## src/rtl/clock_pkg.sv

```systemverilog
// Shared types and constants for the digital-clock BCD conversion path.
package clock_pkg;

  typedef enum logic [1:0] {IDLE, GRANT, CONV, DONE} state_t;

  localparam logic [7:0] BCD_SAT = 8'h99;
  localparam int         BCD_MAX = 99;

  localparam int REQ_SEC   = 0;
  localparam int REQ_MIN   = 1;
  localparam int REQ_HOUR  = 2;
  localparam int REQ_ALARM = 3;

  // Two-digit packed BCD; anything above 99 saturates to 99.
  function automatic logic [7:0] to_bcd(input logic [15:0] v);
    if (v > 16'(BCD_MAX)) return BCD_SAT;
    return {4'(v / 16'd10), 4'(v % 16'd10)};
  endfunction

endpackage

```

## src/rtl/rr_pick.sv

```systemverilog
// Combinational round-robin picker: first asserted req scanning upward from ptr.
module rr_pick #(
  parameter int NREQ = 4,
  parameter int ID_W = 2
) (
  input  logic [NREQ-1:0] req,
  input  logic [ID_W-1:0] ptr,
  output logic [ID_W-1:0] grant,
  output logic            any
);

  logic [ID_W-1:0] idx;

  always_comb begin
    grant = '0;
    any   = 1'b0;
    idx   = ptr;
    for (int k = 0; k < NREQ; k++) begin
      if (!any && req[idx]) begin
        grant = idx;
        any   = 1'b1;
      end
      idx = (idx == ID_W'(NREQ - 1)) ? '0 : idx + 1'b1;
    end
  end

endmodule

```

## src/rtl/bcd_conv_arbiter.sv

```systemverilog
// One binary-to-BCD converter shared round-robin between the clock's counters,
// with a req/ack handshake and a registered, id-tagged result.
module bcd_conv_arbiter
  import clock_pkg::*;
#(
  parameter int NREQ  = 4,
  parameter int BIN_W = 7,
  parameter int ID_W  = 2
) (
  input  logic                  clk,
  input  logic                  rst,
  input  logic [NREQ-1:0]       req,
  input  logic [NREQ*BIN_W-1:0] data_in,
  output logic [NREQ-1:0]       ack,
  output logic [7:0]            data_out,
  output logic [ID_W-1:0]       out_id,
  output logic                  out_valid,
  output logic                  err
);

  state_t           state_reg;
  logic [ID_W-1:0]  ptr_reg;
  logic [ID_W-1:0]  winner_reg;
  logic [BIN_W-1:0] op_reg;
  logic [ID_W-1:0]  pick_idx;
  logic             pick_any;
  logic [BIN_W-1:0] ops [NREQ];

  genvar gi;
  generate
    for (gi = 0; gi < NREQ; gi++) begin : g_ops
      assign ops[gi] = data_in[gi*BIN_W +: BIN_W];
    end
  endgenerate

  rr_pick #(.NREQ(NREQ), .ID_W(ID_W)) u_pick (
    .req   (req),
    .ptr   (ptr_reg),
    .grant (pick_idx),
    .any   (pick_any)
  );

  always_ff @(posedge clk or posedge rst) begin
    if (rst) begin
      state_reg  <= IDLE;
      ptr_reg    <= '0;
      winner_reg <= '0;
      op_reg     <= '0;
      ack        <= '0;
      out_valid  <= 1'b0;
      data_out   <= 8'h00;
      out_id     <= '0;
      err        <= 1'b0;
    end else begin
      case (state_reg)
        IDLE: begin
          if (pick_any) begin
            winner_reg <= pick_idx;
            op_reg     <= ops[pick_idx];
            state_reg  <= GRANT;
          end
        end
        GRANT: state_reg <= CONV;
        CONV: begin
          // Results land here so ack/out_valid are high exactly during DONE.
          data_out  <= to_bcd(16'(op_reg));
          err       <= (16'(op_reg) > 16'(BCD_MAX));
          out_id    <= winner_reg;
          ack       <= NREQ'(1) << winner_reg;
          out_valid <= 1'b1;
          state_reg <= DONE;
        end
        DONE: begin
          ack       <= '0;
          out_valid <= 1'b0;
          ptr_reg   <= (winner_reg == ID_W'(NREQ - 1)) ? '0 : winner_reg + 1'b1;
          state_reg <= IDLE;
        end
        default: state_reg <= IDLE;
      endcase
    end
  end

endmodule

```

## config.mk

```make
export PLATFORM = sky130hd
export DESIGN_NAME = bcd_conv_arbiter
export DESIGN_NICKNAME = d
export VERILOG_FILES = /design/src/rtl/clock_pkg.sv /design/src/rtl/rr_pick.sv /design/src/rtl/bcd_conv_arbiter.sv
export SDC_FILE = /design/constraint.sdc
export NUM_CORES = 1
export LEC_CHECK = 0
export ABC_AREA = 1
export BUFFER_PORTS_ARGS = -buffer_cell sky130_fd_sc_hd__buf_2
export CORE_MARGIN = 10
export CORE_UTILIZATION = 45
export DETAILED_ROUTE_END_ITERATION = 12
export GPL_TIMING_DRIVEN = 0
export PLACE_DENSITY = 0.78
export SYNTH_ARGS = -nofsm -noshare
export SYNTH_HDL_FRONTEND = slang
export SYNTH_SLANG_ARGS = --single-unit
```

## constraint.sdc

```tcl
create_clock -name clk -period 2.4 [get_ports clk]
set_clock_uncertainty 0.1 [all_clocks]
set_input_delay 0.48 -clock clk [delete_from_list [all_inputs] [get_ports clk]]
set_output_delay 0.48 -clock clk [all_outputs]
set_load 0.01 [all_outputs]
```

Word-level counts from Yosys, hierarchy flattened
Index checks and enable logic that the tools add are counted.
- bits in registers: 29
- input bits: 34
- output and inout port bits: 16
- word-level logic and storage cells: 71
- $add $sub $neg: 4
- div/mod/pow operators: 2
- magnitude comparators: 6
- eq/ne operators: 8
- shifts and indexed selects: 1
- mux-type cells: 31
- bitwise gates (word level): 1
- reduce and logical (&&, ||, !) cells: 9
- operator list (cell ; number):
    2-bit 2-to-1 mux ; 9
    7-bit by 4-bit divider with 16-bit output (second input constant) ; 1
    7-bit by 4-bit remainder unit with 16-bit output (second input constant) ; 1
    8-bit 2-to-1 mux ; 2
    7-bit binary-select mux with 2-bit select ; 1
    7-bit 2-to-1 mux ; 2
    2-bit == test (second input constant) ; 6
    2-bit by 3-bit < comparator with 1-bit output (second input constant) ; 4
    1-bit 2-to-1 mux ; 10
    2-bit by 1-bit adder with 2-bit output (second input constant) ; 4
    1-bit binary-select mux with 2-bit select ; 4
    2-bit case mux with 4 select lines ; 1
    4-bit case mux with 2 select lines ; 1
    7-bit > comparator (second input constant) ; 1
    1-bit by 2-bit << shifter with 4-bit output (first input constant) ; 1
    3-bit greater-or-equal comparator (second input constant) ; 1
    1-bit logical AND ; 3
    1-bit logical NOT ; 3
    2-bit NOT with 3-bit output ; 1
    2-bit by 1-bit == test with 1-bit output (second input constant) ; 1
    2-bit logical NOT ; 1
    2-bit inequality test (second input constant) ; 1
    1-bit case mux with 2 select lines ; 1
    2-bit AND reduction ; 1
    2-bit nonzero test ; 1

Longest topological paths before layout
Gate-level depths: netlist of the first run.
- depth in word-level cells: 16
- depth in mapped cells: 19
- depth with buffers taken out: 19

By module
Synthesis of the first run repeated with hierarchy kept, for this count alone.
- cells, all modules: 292
- area, all modules: 2219.6 um^2
- by module, submodules not included (module ; instances ; cells an instance ; area each (um^2) ; seq. area each (um^2)):
    bcd_conv_arbiter ; 1 ; 240 ; 1938.1 ; 725.7
    rr_pick ; 1 ; 52 ; 281.5 ; 0.0

Worst setup path after synthesis of the first run
OpenSTA, ideal clock, no wires.
- path kind: reg2reg
- start: reg op_reg[4]
- end: reg data_out[3]
- setup time: 0.117 ns
- arrival: 2.392 ns
- data required time: 2.183 ns
- setup slack: -0.209 ns
- cell stages (with the launch flop): 20
- period minus slack after synthesis: 2.609 ns
- cells stage by stage: dfrtp_1 -> inv_1 -> nand2_1 -> ha_1 -> o21ai_2 -> nand2_1 -> o21ai_2 -> nand2_1 -> nand2_2 -> nand2_4 -> nand3_4 -> inv_2 -> nand2_1 -> nand3_1 -> nor2_4 -> nand3_4 -> nand2_1 -> nand3_1 -> nand2_1 -> nand2_1
- cells in the longest elaborated chain, start to end: 4
- elaborated cells on any way between the ends: 5
- classes of those cells: 1 x div; 1 x order compare; 3 x mux
- ends and longest elaborated chain (item ; line ; source):
    start, declared ; bcd_conv_arbiter.sv:24 ; logic [BIN_W-1:0] op_reg;
    start signal, assigned ; bcd_conv_arbiter.sv:59 ; op_reg <= ops[pick_idx];
    parallel branches: the longest is 3 deep, another holds 7-bit by 4-bit remainder unit with 16-bit output ; - ;
    8-bit 2-to-1 mux (*) ; clock_pkg.sv:17 ; return {4'(v / 16'd10), 4'(v % 16'd10)};
    end signal, assigned ; bcd_conv_arbiter.sv:66 ; data_out <= to_bcd(16'(op_reg));
    end, declared ; bcd_conv_arbiter.sv:15 ; output logic [7:0] data_out,
Mark *: on every way between the ends. The select of a mux whose other input is x is not followed.
A chain may end at the register's enable or synchronous reset.

Final worst setup path of the first run
- start: reg ptr_reg[1]
- end: reg op_reg[0]
- cells in the longest elaborated chain, start to end: 16
- elaborated cells on any way between the ends: 36
- classes of those cells: 3 x add/sub; 3 x eq/ne; 22 x mux; 1 x bitwise; 7 x reduce/logical
- ends and longest elaborated chain (item ; line ; source):
    start, declared ; bcd_conv_arbiter.sv:22 ; logic [ID_W-1:0] ptr_reg;
    start signal, assigned ; bcd_conv_arbiter.sv:76 ; ptr_reg <= (winner_reg == ID_W'(NREQ - 1)) ? '0 : winner_reg + 1'b1;
    parallel branches: the longest is 16 deep, another holds 2-bit by 1-bit adder with 2-bit output ; - ;
Several ways; the timed one is not identified. The select of a mux whose other input is x is not followed.

==> impl_metrics.tcl, run 1 <==
set metrics [dict create \
    status "finished with violations" \
    violations "negative setup slack" \
    synth_top_area_frac 0.342 \
    finalCriticalPeriod_ps 2630 \
    async_flop_share 1.00 \
    yosys-top-cells-area "dfrtp_1 (34%), nand2_1 (13%), nand3_1 (6.1%)" \
    core_area_um2 4470 \
    final-hold-violation-count 0 \
    synth_nets 330 \
    rows 24 \
    finalWirelength_mm 6.67 \
    vias 2333 \
    wl_per_cell_um 15.6 \
    cap_violations 0 \
    fin_ws_ps -230 \
    overflow 0 \
    drive_above_1_share 0.485 \
    numPortBuffers 49 \
    synthCells 286 \
    grt_pass1_vias 2151 \
    tightest_slew_ps 1060 \
    globalRouteTotalUtil 0.147 \
    die_h_um 88.7 \
    holdWs_ps 358 \
    nNetsFinal 418 \
    synth.distinct_cells 36 \
    grt_max_degree 30 \
    worst_setup_path_start_kind "flop" \
    rsz0062_at_grt "true" \
    cts_tree "done" \
    synthesis.area_um2 2120 \
    antenna_found_initial 0 \
    viasPerCell 5.46 \
    clock_sinks 29 \
    timing.final.crit_share 1.10 \
    numCtsBuffers 5 \
    yosysWarnings 0 \
    drtPass1Iterations 7 \
    dieArea_um2 7860 \
    ys_seq_elements 29 \
    fin_cells 427 \
    drtAntennaViolNets 0 \
    clockRootBuffer "clkbuf_8" \
    clock_latency_ps 280 \
    crit_fanout 5 \
    cts_hold_buffers 0 \
    dp_hpwl_mm 4.07 \
    drc 0 \
    gp_congestion 0.839 \
    critPathArrivalTime_ps 2690 \
    cp.required_ps 2460 \
    htree_levels 2 \
    max_slew_margin 0.290 \
    worst_hold_path_type "input port to async pin" \
    synth_edf_count 0 \
    setup_viol 12 \
    fp.dieW_um 88.7 \
    synth_top_area_cell "dfrtp_1" \
    syn_to_final_growth_pct 46.7 \
    maxSlewViolCount 0 \
    yosysMostFrequentCell "nand2_1" \
    clk_pin_slew_worst_paths_ps 60 \
    critPathKind "flop to flop" \
    largest_register_ffs 8 \
    avgSynthCellArea_um2 7.42 \
    post-place-cells 387 \
    grt_pass1_wl_mm 9.44 \
    antennaDiodeCount 0 \
    yosysSeqAreaShare 0.342 \
    synthTopCellsByCount "nand2_1 (74), inv_1 (33), dfrtp_1 (29), nand3_1 (26), o21ai_0 (20)" \
    initial_utilization 0.474 \
    drt_iter0_drc 149 \
    max_freq_mhz 380 \
    cts_buffer_depth 2 \
    io_pins 50 \
    synthFlopType "dfrtp_1" \
    endpoint_kind "flop" \
]
## layer usage
metal  track usage  up-vias  routed length (µm)
met5             0        -                   0
met4        0.0455        0                  70
met3        0.0404       10                 421
met2         0.251       91                3350
met1         0.176     1094                2830
li1              -     1138                   -
## repair_timing
item	in CTS	in global routing
gates resized for setup	31	69
setup buffers	20	10
endpoints found under the setup margin	13	13
pin swaps	19	29
gates cloned	0	2
## per-stage QoR
step | instance area [µm²] | TNS (ps) | setup slack, ps | util
2_1_floorplan | 2150 | -51.5 | -29.6 | -
3_3_place_gp | 2460 | -3480 | -387 | 0.550
3_5_place_dp | 2460 | -4330 | -444 | 0.550
4_1_cts | 2780 | -110 | -52.9 | 0.622
5_1_grt | 3110 | -3340 | -329 | 0.696
6_report | 3110 | -2090 | -230 | 0.696
## path summary, 6_finish.rpt
kind / from / endpoint / slack, ps / depth (start not counted)
max: ptr_reg[1] / op_reg[0] / -230 / 16
max in group asynchronous: rst / op_reg[4] / 1130 / 2
min: rst / out_id[1] / 360 / 2
min reg2reg: data_out[3] / data_out[3] / 380 / 2
max reg2reg: ptr_reg[1] / op_reg[0] / -230 / 16
min in group clk: data_out[3] / data_out[3] / 380 / 2
## worst max-delay path, cell delays in order, from the launching register on
cell and delay [ps]:
dfrtp_1 420, ha_4 180, nor2_4 170, buf_6 140, nand2_2 50, o21ai_2 60, inv_2 60, o21ai_2 190
nor2_2 80, buf_4 140, nand3_2 70, o211ai_1 130, a21oi_2 260, inv_2 150, o21ai_2 90, o21bai_1 120
a31oi_1 90
## layout by cell type, fill, tap and decap left out, types with 3 or more instances in the layout
cell type,instances
o21ai_4,6
nand2_4,6
nor2_2,4
dfrtp_1,26
o21ai_1,9
nand3_1,22
nand3_4,6
o21ai_2,8
inv_2,8
nand2_2,20
nand3_2,5
buf_6,6
or2_4,4
ha_1,8
o21ai_0,9
a21oi_2,4
inv_1,26
clkbuf_8,5
xor2_1,3
a31oi_1,3
nor2_1,12
nor2_4,4
buf_2,50
inv_4,3
buf_4,27
nand2_1,55
dfrtp_2,3
o221ai_2,4
a21oi_1,5
nand4_1,4
## cell type report
type                       count  area (µm²)
inverter                      37         146
fill                         317        1360
multi-input combinational    215        1530
buffer                         5        42.5
clock inverter                 2        10.0
tap                           52        65.1
clock buffer                   6        72.6
timing repair buffer          81         522
sequential                    29         729
## cell families after synthesis
| group | after synthesis | synth area share |
|---|---|---|
| DFF | 29 | 0.342 |
| adders and majority gates | 10 | 0.0590 |
| AOI/OAI and AO/OA | 57 | 0.170 |
| buffers and inverters | 42 | 0.0784 |
| xor gates and xnor gates | 3 | 0.0124 |
| and+or+nand+nor | 145 | 0.338 |
Power of run 1 is not shown: default switching activity piles up to over one toggle a cycle in this logic, so the estimate is an artifact.
==> run 2, diff against run 1 <==
--- a/config.mk
+++ b/config.mk
@@ -11,7 +11,7 @@
 export CORE_UTILIZATION = 45
 export DETAILED_ROUTE_END_ITERATION = 12
 export GPL_TIMING_DRIVEN = 0
-export PLACE_DENSITY = 0.78
+export PLACE_DENSITY = 0.76
 export SYNTH_ARGS = -nofsm -noshare
 export SYNTH_HDL_FRONTEND = slang
 export SYNTH_SLANG_ARGS = --single-unit
==> constraint.sdc (replaced) <==
create_clock -name clk -period 2.8 [get_ports clk]
set_clock_uncertainty 0.1 [all_clocks]
set_input_delay 0.56 -clock clk [delete_from_list [all_inputs] [get_ports clk]]
set_output_delay 0.56 -clock clk [all_outputs]
set_load 0.01 [all_outputs]
==> impl_metrics.tcl, run 2 (synthesis gave the netlist of run 1 again) <==
set metrics [dict create \
    final_cell_mix "nand2_1 (73), buf_2 (51), inv_1 (31)" \
    critPathArrivalTime_ps 2670 \
    numCtsBuffers 5 \
    max_freq_mhz 383 \
    initial_utilization 0.474 \
    clk_pin_slew_worst_paths_ps 70 \
    cts_hold_buffers 0 \
    drc 0 \
    finalSetupTns_ps 0 \
    drt_iter0_drc 103 \
    cp.required_ps 2860 \
    globalRouteTotalUtil 0.139 \
    nFillCells 417 \
    rows 24 \
    final-hold-violation-count 0 \
    largest_register_ffs 8 \
    nNetsFinal 392 \
    max_slew_margin 0.298 \
    finalCriticalPeriod_ps 2610 \
    grt_pass1_vias 2110 \
    drive_above_1_share 0.321 \
    cap_violations 0 \
    cts_buffer_depth 2 \
    fp.dieW_um 88.7 \
    htree_levels 2 \
    layout_commonest_cell "nand2_1" \
    antenna_found_initial 0 \
    drtPass1Iterations 4 \
    antennaDiodeCount 0 \
    worst_hold_path_type "flop to flop" \
    critPathKind "flop to flop" \
    vias 2095 \
    wl_per_cell_um 13.0 \
    cts_tree "done" \
    finalWirelength_mm 5.23 \
    io_pins 50 \
    clockRootBuffer "clkbuf_8" \
    drtAntennaViolNets 0 \
    fin_util 0.588 \
    status "complete, no violations" \
    syn_to_final_growth_pct 23.9 \
    gp_congestion 0.891 \
    core_area_um2 4470 \
    numPortBuffers 49 \
    clock_latency_ps 290 \
    grt_max_degree 30 \
    cpPeakStageDelay_ps 470 \
    dp_hpwl_mm 4.14 \
    endpoint_kind "flop" \
    grt_pass1_wl_mm 8.87 \
    die_h_um 88.7 \
    fin_cells 401 \
    worst_setup_path_start_kind "flop" \
    overflow 0 \
    setup_viol 0 \
    worstPathCellList "ha_4 -> nor2_4 -> inv_1 -> o21ai_1 -> o21ai_0 -> a21oi_2 -> nor2_2 -> nand2_1 -> inv_1 -> nand2_1 -> nand3_2 -> buf_4 -> nand2_1 -> a21oi_1 -> o21ai_0 -> o21ai_0" \
    timing.final.crit_share 0.932 \
    dieArea_um2 7860 \
    crit_fanout 10 \
    holdWs_ps 383 \
    tightest_slew_ps 1050 \
    viasPerCell 5.22 \
    maxSlewViolCount 0 \
    post-place-cells 387 \
    cp_slowest_cell "dfrtp_2" \
    clock_sinks 29 \
]
[run 2: cell count changes in the layout (fill, tap and decap cells not counted), moves of 6 or more]
cell	previous run	this run
o21ai_0	9	20
nand2_1	55	73
o21ai_2	8	1
buf_4	27	7
buf_6	6	0
nand2_2	20	7
[run 2: worst paths after layout]
kind	start	end	slack [ps]	cells past startpoint
setup reg to reg	ptr_reg[0]	op_reg[6]	190	16
min in group asynchronous	rst	data_out[6]	430	2
setup / recovery	ptr_reg[0]	op_reg[6]	190	16
max in group asynchronous	rst	ptr_reg[0]	1460	2
hold / removal	out_id[1]	out_id[1]	380	2
hold reg to reg	out_id[1]	out_id[1]	380	2
[run 2: layout make-up]
cell class              instances  area [µm²]  share of cell area
plain buffers                   5        25.0             0.00951
clock buffers                   6        72.6              0.0276
clock inverters                 2        10.0             0.00381
inverters                      37         146              0.0557
multi-input cells             215        1290               0.490
flip-flops and latches         29         731               0.278
well taps                      52        65.1              0.0247
repair buffers                 55         290               0.110
[run 2: per-stage QoR]
stage	instance area, µm²	setup WS, ps
2_1_floorplan	2120	191
3_3_place_gp	2430	-48.7
3_5_place_dp	2430	-177
4_1_cts	2530	22.2
5_1_grt	2630	-18.3
6_report	2630	190
[run 2: worst max-delay path, delay by kind of cell (launching register included)]
family | cells | cell delay, ps
AOI/OAI and AO/OA | 6 | 830
DFF | 1 | 470
buffers and inverters | 3 | 370
and+or+nand+nor | 6 | 520
adders and majority gates | 1 | 190
[run 2: repair_timing]
action                                  4_1_cts  5_1_grt
pin swaps                                     1        5
endpoints found under the setup margin        8       13
setup buffers                                 1        5
resized for setup                             2       18
[run 2: metal layers]
metal  share of wire  GRT usage
met1            0.45      0.161
met2            0.46      0.233
met3           0.074     0.0386
met4           0.016     0.0602
met5               0          0
Power of run 2 is left out for the same reason.
==> run 3, diff against run 2 <==
==> constraint.sdc (replaced) <==
create_clock -name clk -period 2.7 [get_ports clk]
set_clock_uncertainty 0.1 [all_clocks]
set_input_delay 0.54 -clock clk [delete_from_list [all_inputs] [get_ports clk]]
set_output_delay 0.54 -clock clk [all_outputs]
set_load 0.01 [all_outputs]
==> impl_metrics.tcl, run 3 (synthesis gave the netlist of run 1 again) <==
set metrics [dict create \
    status "complete, no violations" \
    cts_tree "done" \
    antenna_found_initial 0 \
    critPathKind "flop to flop" \
    antennaDiodeCount 0 \
    crit_family "simple AND/OR/NAND/NOR gates" \
    crit_top_cell "nand2_2" \
    rows 24 \
    cts_buffer_depth 2 \
    largest_register_ffs 8 \
    fp.dieW_um 88.7 \
    cp_slowest_cell "dfrtp_2" \
    nNetsFinal 403 \
    grt_max_degree 30 \
    clockRootBuffer "clkbuf_8" \
    max_freq_mhz 389 \
    finalWirelength_mm 5.64 \
    gp_congestion 0.891 \
    tightest_slew_ps 1050 \
    viasPerCell 5.25 \
    final-hold-violation-count 0 \
    endpoint_kind "flop" \
    max_slew_margin 0.300 \
    cp.required_ps 2770 \
    vias 2161 \
    final_cell_mix "nand2_1 (67), buf_2 (50), inv_1 (30)" \
    drtAntennaViolNets 0 \
    core_area_um2 4470 \
    syn_to_final_growth_pct 30.5 \
    critical_path_buf_inv_count 2 \
    numPortBuffers 49 \
    grt_pass1_vias 2126 \
    layout_commonest_cell "nand2_1" \
    overflow 0 \
    initial_utilization 0.474 \
    seqCellArea_um2 731 \
    cap_violations 0 \
    rsz0062_at_grt "true" \
    wl_per_cell_um 13.7 \
    worstPathCellList "inv_4 -> nand2_4 -> ha_4 -> o21ai_4 -> nand2_2 -> o21ai_4 -> nand2_2 -> nand2_4 -> nand2_4 -> nand3_4 -> inv_2 -> nand2_2 -> nand3_2 -> nor2_4 -> nand3_4 -> nand2_2 -> nand2_1 -> nand3_1 -> nand2_1" \
    die_h_um 88.7 \
    critPathArrivalTime_ps 2640 \
    clk_pin_slew_worst_paths_ps 60 \
    setup_viol 0 \
    io_pins 50 \
    dieArea_um2 7860 \
    drtPass1Iterations 4 \
    drt_iter0_drc 123 \
    finalCriticalPeriod_ps 2570 \
    htree_levels 2 \
    timing.final.crit_share 0.952 \
    drc 0 \
    maxSlewViolCount 0 \
    numCtsBuffers 5 \
    clock_latency_ps 280 \
    holdWs_ps 382 \
    clock_sinks 29 \
    crit_fanout 5 \
    globalRouteTotalUtil 0.139 \
    nFillCells 409 \
    worst_hold_path_type "flop to flop" \
    dp_hpwl_mm 4.14 \
    worst_setup_path_start_kind "flop" \
    grt_pass1_wl_mm 8.92 \
    multi_input_comb_area_um2 1340 \
    drive_above_1_share 0.361 \
    finalSetupTns_ps 0 \
    cpPeakStageDelay_ps 430 \
]
-- run 3: worst paths after layout --
path                                start     endpoint  slack, ps  cells past startpoint
worst max-delay path            op_reg[4]  data_out[2]        130                     19
worst min-delay path            out_id[1]    out_id[1]        380                      2
worst max register to register  op_reg[4]  data_out[2]        130                     19
worst min register to register  out_id[1]    out_id[1]        380                      2
max in group asynchronous             rst   ptr_reg[0]       1380                      2
min in group asynchronous             rst  data_out[4]        420                      2
-- run 3: through the flow --
step	utilization	area (µm²)	setup slack (ps)	instances
detailed placement	0.544	2430	-277	387
finish	0.619	2770	129	412
global route	0.619	2770	-55.7	412
CTS	0.572	2560	-6.85	399
floorplan	-	2120	91.3	286
global placement	0.544	2430	-149	387
-- run 3: layout make-up --
| class | count | area share |
|---|---|---|
| clock buffers | 6 | 0.0262 |
| well taps | 52 | 0.0235 |
| flip-flops and latches | 29 | 0.264 |
| multi-input cells | 215 | 0.483 |
| plain buffers | 5 | 0.0113 |
| clock inverters | 2 | 0.00361 |
| repair buffers | 66 | 0.136 |
| inverters | 37 | 0.0528 |
-- run 3: layer usage --
| metal | part of all wire | GRT usage | routed length (µm) |
|---|---|---|---|
| met1 | 0.45 | 0.163 | 2540 |
| met2 | 0.48 | 0.235 | 2690 |
| met3 | 0.060 | 0.0377 | 336 |
| met4 | 0.013 | 0.0587 | 73 |
| met5 | 0 | 0 | 0 |
-- run 3: repair_timing --
| item | CTS | global route |
|---|---|---|
| hold endpoints to repair | 0 | 0 |
| pin swaps | 3 | 13 |
| setup buffers | 4 | 13 |
| hold buffers | 0 | 0 |
| setup endpoints to repair | 12 | 12 |
| gates resized for setup | 6 | 31 |
-- run 3: worst reg2reg max path: stages (launching register included) --
cell and delay (ps):
dfrtp_2 430, inv_4 90, nand2_4 70, ha_4 220
o21ai_4 170, nand2_2 100, o21ai_4 220, nand2_2 100
nand2_4 100, nand2_4 70, nand3_4 80, inv_2 60
nand2_2 50, nand3_2 70, nor2_4 160, nand3_4 110
nand2_2 90, nand2_1 50, nand3_1 70, nand2_1 60
Power of run 3 is left out for the same reason.
